### src/rtl/hd_fifo_pkg.sv
// Shared definitions for the hd_fifo handshake buffer.
// Holds the default payload width and a log2 helper for derived widths.
package hd_fifo_pkg;

    localparam int HD_DATA_WIDTH = 16;

    // Ceiling log2, kept at least 1 so derived vectors never collapse to zero width
    function automatic int hd_clog2(input int value);
        int result;
        result = 0;
        while ((1 << result) < value) begin
            result = result + 1;
        end
        if (result < 1) begin
            result = 1;
        end
        return result;
    endfunction

endpackage

### src/rtl/hd_fifo_ram.sv
// DEPTH x DATA_WIDTH register array for hd_fifo.
// One synchronous write port and one asynchronous read port.
module hd_fifo_ram
    import hd_fifo_pkg::*;
#(
    parameter int DATA_WIDTH = HD_DATA_WIDTH,
    parameter int DEPTH      = 4,
    parameter int AW         = hd_clog2(DEPTH)
) (
    input  logic                  clk,
    input  logic                  i_wr_en,
    input  logic [AW-1:0]         i_wr_addr,
    input  logic [DATA_WIDTH-1:0] i_wr_data,
    input  logic [AW-1:0]         i_rd_addr,
    output logic [DATA_WIDTH-1:0] o_rd_data
);

    logic [DATA_WIDTH-1:0] r_mem [DEPTH];

    // Payload storage carries no reset; validity is tracked by the pointers and count
    always_ff @(posedge clk) begin
        if (i_wr_en) begin
            r_mem[i_wr_addr] <= i_wr_data;
        end
    end

    assign o_rd_data = r_mem[i_rd_addr];

endmodule

### src/rtl/hd_fifo.sv
// Valid/ready handshake FIFO with occupancy output and synchronous flush.
// Handshake outputs are decoded from registered count only, so there is no input-to-output path.
module hd_fifo
    import hd_fifo_pkg::*;
#(
    parameter int DATA_WIDTH = HD_DATA_WIDTH,
    parameter int DEPTH      = 4,
    localparam int CNT_W     = $clog2(DEPTH + 1),
    localparam int AW        = hd_clog2(DEPTH)
) (
    input  logic                  clk,
    input  logic                  rst,
    input  logic                  flush,
    input  logic                  s_valid,
    output logic                  s_ready,
    input  logic [DATA_WIDTH-1:0] s_data,
    output logic                  m_valid,
    input  logic                  m_ready,
    output logic [DATA_WIDTH-1:0] m_data,
    output logic [CNT_W-1:0]      count
);

    logic [AW-1:0]         r_wr_ptr;
    logic [AW-1:0]         r_rd_ptr;
    logic [CNT_W-1:0]      r_count;
    logic                  w_push;
    logic                  w_pop;
    logic                  w_empty;
    logic                  w_full;
    logic [DATA_WIDTH-1:0] w_rd_data;

    assign w_empty = (r_count == '0);
    assign w_full  = (r_count == CNT_W'(DEPTH));
    assign s_ready = !w_full;
    assign m_valid = !w_empty;
    assign count   = r_count;

    assign w_push  = s_valid && s_ready;
    assign w_pop   = m_valid && m_ready;

    hd_fifo_ram #(
        .DATA_WIDTH (DATA_WIDTH),
        .DEPTH      (DEPTH),
        .AW         (AW)
    ) u_ram (
        .clk       (clk),
        .i_wr_en   (w_push && !flush),
        .i_wr_addr (r_wr_ptr),
        .i_wr_data (s_data),
        .i_rd_addr (r_rd_ptr),
        .o_rd_data (w_rd_data)
    );

    // Stale array contents must never leak out while the buffer is empty
    assign m_data = w_empty ? '0 : w_rd_data;

    always_ff @(posedge clk or posedge rst) begin
        if (rst) begin
            r_wr_ptr <= '0;
            r_rd_ptr <= '0;
            r_count  <= '0;
        end else if (flush) begin
            r_wr_ptr <= '0;
            r_rd_ptr <= '0;
            r_count  <= '0;
        end else begin
            if (w_push) begin
                r_wr_ptr <= r_wr_ptr + 1'b1;
            end
            if (w_pop) begin
                r_rd_ptr <= r_rd_ptr + 1'b1;
            end
            if (w_push && !w_pop) begin
                r_count <= r_count + 1'b1;
            end else if (w_pop && !w_push) begin
                r_count <= r_count - 1'b1;
            end
        end
    end

endmodule
### config.mk
export PLATFORM = sky130hd
export DESIGN_NAME = hd_fifo
export DESIGN_NICKNAME = d
export VERILOG_FILES = /design/src/rtl/hd_fifo_pkg.sv /design/src/rtl/hd_fifo_ram.sv /design/src/rtl/hd_fifo.sv
export SDC_FILE = /design/constraint.sdc
export NUM_CORES = 1
export LEC_CHECK = 0
export BUFFER_PORTS_ARGS = -buffer_cell sky130_fd_sc_hd__buf_2
export CAP_MARGIN = 30
export CORE_UTILIZATION = 56
export CTS_CLUSTER_DIAMETER = 50
export DETAILED_ROUTE_END_ITERATION = 10
export PLACE_DENSITY = 0.82
export SLEW_MARGIN = 15
export SYNTH_ARGS = -nofsm -noshare
export SYNTH_HDL_FRONTEND = slang
export SYNTH_SLANG_ARGS = --single-unit
### constraint.sdc
create_clock -name clk -period 2.61 [get_ports clk]
set_clock_uncertainty 0.1 [all_clocks]
set_input_delay 0.3915 -clock clk [delete_from_list [all_inputs] [get_ports clk]]
set_output_delay 0.3915 -clock clk [all_outputs]
set_load 0.005 [all_outputs]
==> out/qor.yml <==
grt_pass1_vias: 1588
netlist_area_um2: 3022
ys_seq_elements: 71
fin_crit_sh: 0.9143
cts_inserted_buffers: 9
reg2reg_to: "count[2]"
cts.reportedPaths.clkPinSlew_ns: 0.07
slew_violations: 0
synth_top_area_frac: 0.6360
synthCells: 167
grt_setup_unrepaired: "no"
cts-root-buf: "clkbuf_8"
routed_wirelength_mm: 5.487
synth_ff_type: "edfxtp_1"
reg2reg_depth: 7
p_leak_uw: 0.001296
reg2reg_slack_ns: 0.22
r2r-start: "count[1]"
hold_violations: 0
clk_path_buf_depth: 2
drc: 0
initial_core_util: 0.5879
powerDensity_nw_per_um2: 904.5
insertion_delay_ns: 0.33
ys_async_sr_fraction: 0.09859
fin_util: 0.6809
dp_hpwl_mm: 3.626
n_fill_cell: 350
syn_to_final_growth_pct: 15.82
dpl-instance-area_um2: 3323
synth_seq_area_share: 0.6940
cp-startpoint: "r_rd_ptr[0]"
outcome: "finished clean"
crit_end: "m_data[4]"
first_iter_violations: 108
gr-total-overflow: 0
end_kind: "output pin"
power_uw: 3165
critPathRequiredTime_ns: 2.12
tightest_slew_ns: 0.5731
grt_pass1_wl_mm: 8.148
hold_class: "input port to flop"
wl_per_cell_um: 18.66
drive_above_1_share: 0.3705
boundaryPins: 42
routed_via_density: 5.551
die_h_um: 75.46
layout.nets: 245
maxCapViolCount: 0
die_area_um2: 5693
syn_area_per_cell_um2: 18.09
htreeDepth: 3
core-area_um2: 5140
critPathMaxFanout: 14
preCtsSetupSlack_ns: 0.1790
path_class: "flop to output pin"
worst_slack_ns: 0.2237
cts_tree: "done"
yosys_warnings: 0
slew_headroom: 0.6167
first_pass_iters: 4
ys_types: 35
port_buffers: 41
grt_antenna_before_repair: 0
cp.arrival_ns: 1.89
tns_ns: 0
netlist_top_cells_count: "edfxtp_1 (64), mux4_2 (16), nor2b_1 (15), inv_1 (9)"
synth_most_common_cell: "edfxtp_1"
synth_nets: 193
synth_edf_count: 64
vdd_drop_max_mv: 0.5673
start_kind: "flop"
min_period_ns: 2.386
clkSinkCount: 71
die_w_um: 75.46
synth.top_cells.by_area: "edfxtp_1 (64%), mux4_2 (12%), dfrtp_1 (5.8%), nor2b_1 (3.1%), ha_1 (1.7%)"
gp_congestion: 0.7653
setup_viol: 0
grt.total_usage: 0.2094
grt_max_degree: 17
n_antenna_cell: 0
vias: 1632
num_rows: 26
yosysTopAreaCell: "edfxtp_1"
max_freq_mhz: 419.1
stdcell_area_um2: 3500
drtAntennaViolNets: 0
-- through the flow --
step                      hold slack, ns  cells
after CTS                         0.1622    294
final                             0.1714    294
after detailed placement          0.2436    277
after global placement            0.2257    277
after global routing              0.1627    294
after floorplan                  0.09490    167
-- area by class of cell --
class                   count  area [µm²]  share of cell area
well taps                  70       87.58             0.02503
multi-input cells          76       817.0              0.2335
flip-flops and latches     71        2097              0.5992
clock inverters             2       8.758            0.002503
inverters                   9       33.78            0.009653
repair buffers             52       302.8             0.08652
clock buffers              14       152.6             0.04362
-- flip-flops by register name, summed over array words and instances, names as in the netlist --
register and flops:
count 3, r_wr_ptr 2, r_rd_ptr 2, u_ram.r_mem 64
-- logic make-up (layout without fill, tap and decap cells) --
kind of cell,count (synthesis),count (layout),synth area share
buffers and inverters,20,77,0.03726
and+or+nand+nor,36,36,0.07454
AOI/OAI and AO/OA,14,14,0.03437
muxes,19,19,0.1308
xor gates and xnor gates,2,2,0.005798
DFF,71,71,0.6940
adders and majority gates,5,5,0.02319
-- timing repair --
action / in CTS / in global routing
setup endpoints to repair: 0 / 1
endpoints found under the hold margin: 7 / 0
resized for setup: 0 / 1
hold buffers: 1 / 0
setup buffers: 0 / 0
-- critical path: stages (launching register included) --
cell	delay, ns
dfrtp_1	0.53
buf_12	0.22
mux4_2	0.52
nor2b_1	0.15
buf_2	0.15
-- layout by cell type (no fill, tap or decap), types with 2 or more instances in the layout --
cell,netlist,final
buf_2,3,41
ha_1,4,4
xor2_1,2,2
buf_4,1,9
edfxtp_1,64,64
o31ai_1,2,2
nand3_1,2,2
inv_1,9,9
mux2i_1,2,2
mux4_2,16,16
dfrtp_1,7,7
clkbuf_8,0,10
nand3b_1,2,2
a21oi_1,2,2
o21ai_0,3,3
nor2_1,7,7
and2_1,4,4
clkbuf_1,2,4
nor2b_1,15,15
-- how the worst min path moves through the flow --
stage / start / endpoint / depth (start not counted) / slack (ns)
final: s_data[0] / u_ram.r_mem[0][0] / 1 / 0.17
after global routing: s_data[14] / u_ram.r_mem[1][14] / 1 / 0.16
after CTS: s_data[15] / u_ram.r_mem[0][15] / 1 / 0.16
after detailed placement: rst / count[1] / 2 / 0.24
after global placement: rst / count[2] / 2 / 0.23
after floorplan: rst / count[0] / 1 / 0.09
-- metal layers --
metal / vias to the layer above / wire length, µm / GRT usage
li1: 748 / - / -
met1: 829 / 2202 / 0.2500
met2: 46 / 3034 / 0.3750
met3: 9 / 193 / 0.04762
met4: 0 / 56 / 0.07407
met5: - / 0 / 0
-- power breakdown --
group	total [µW]	switching (µW)	internal [µW]
Sequential	1380	54.2	1320
Clock	724	356	368
Combinational	1060	516	546
Note: power is estimated with default switching activity, not from simulation.
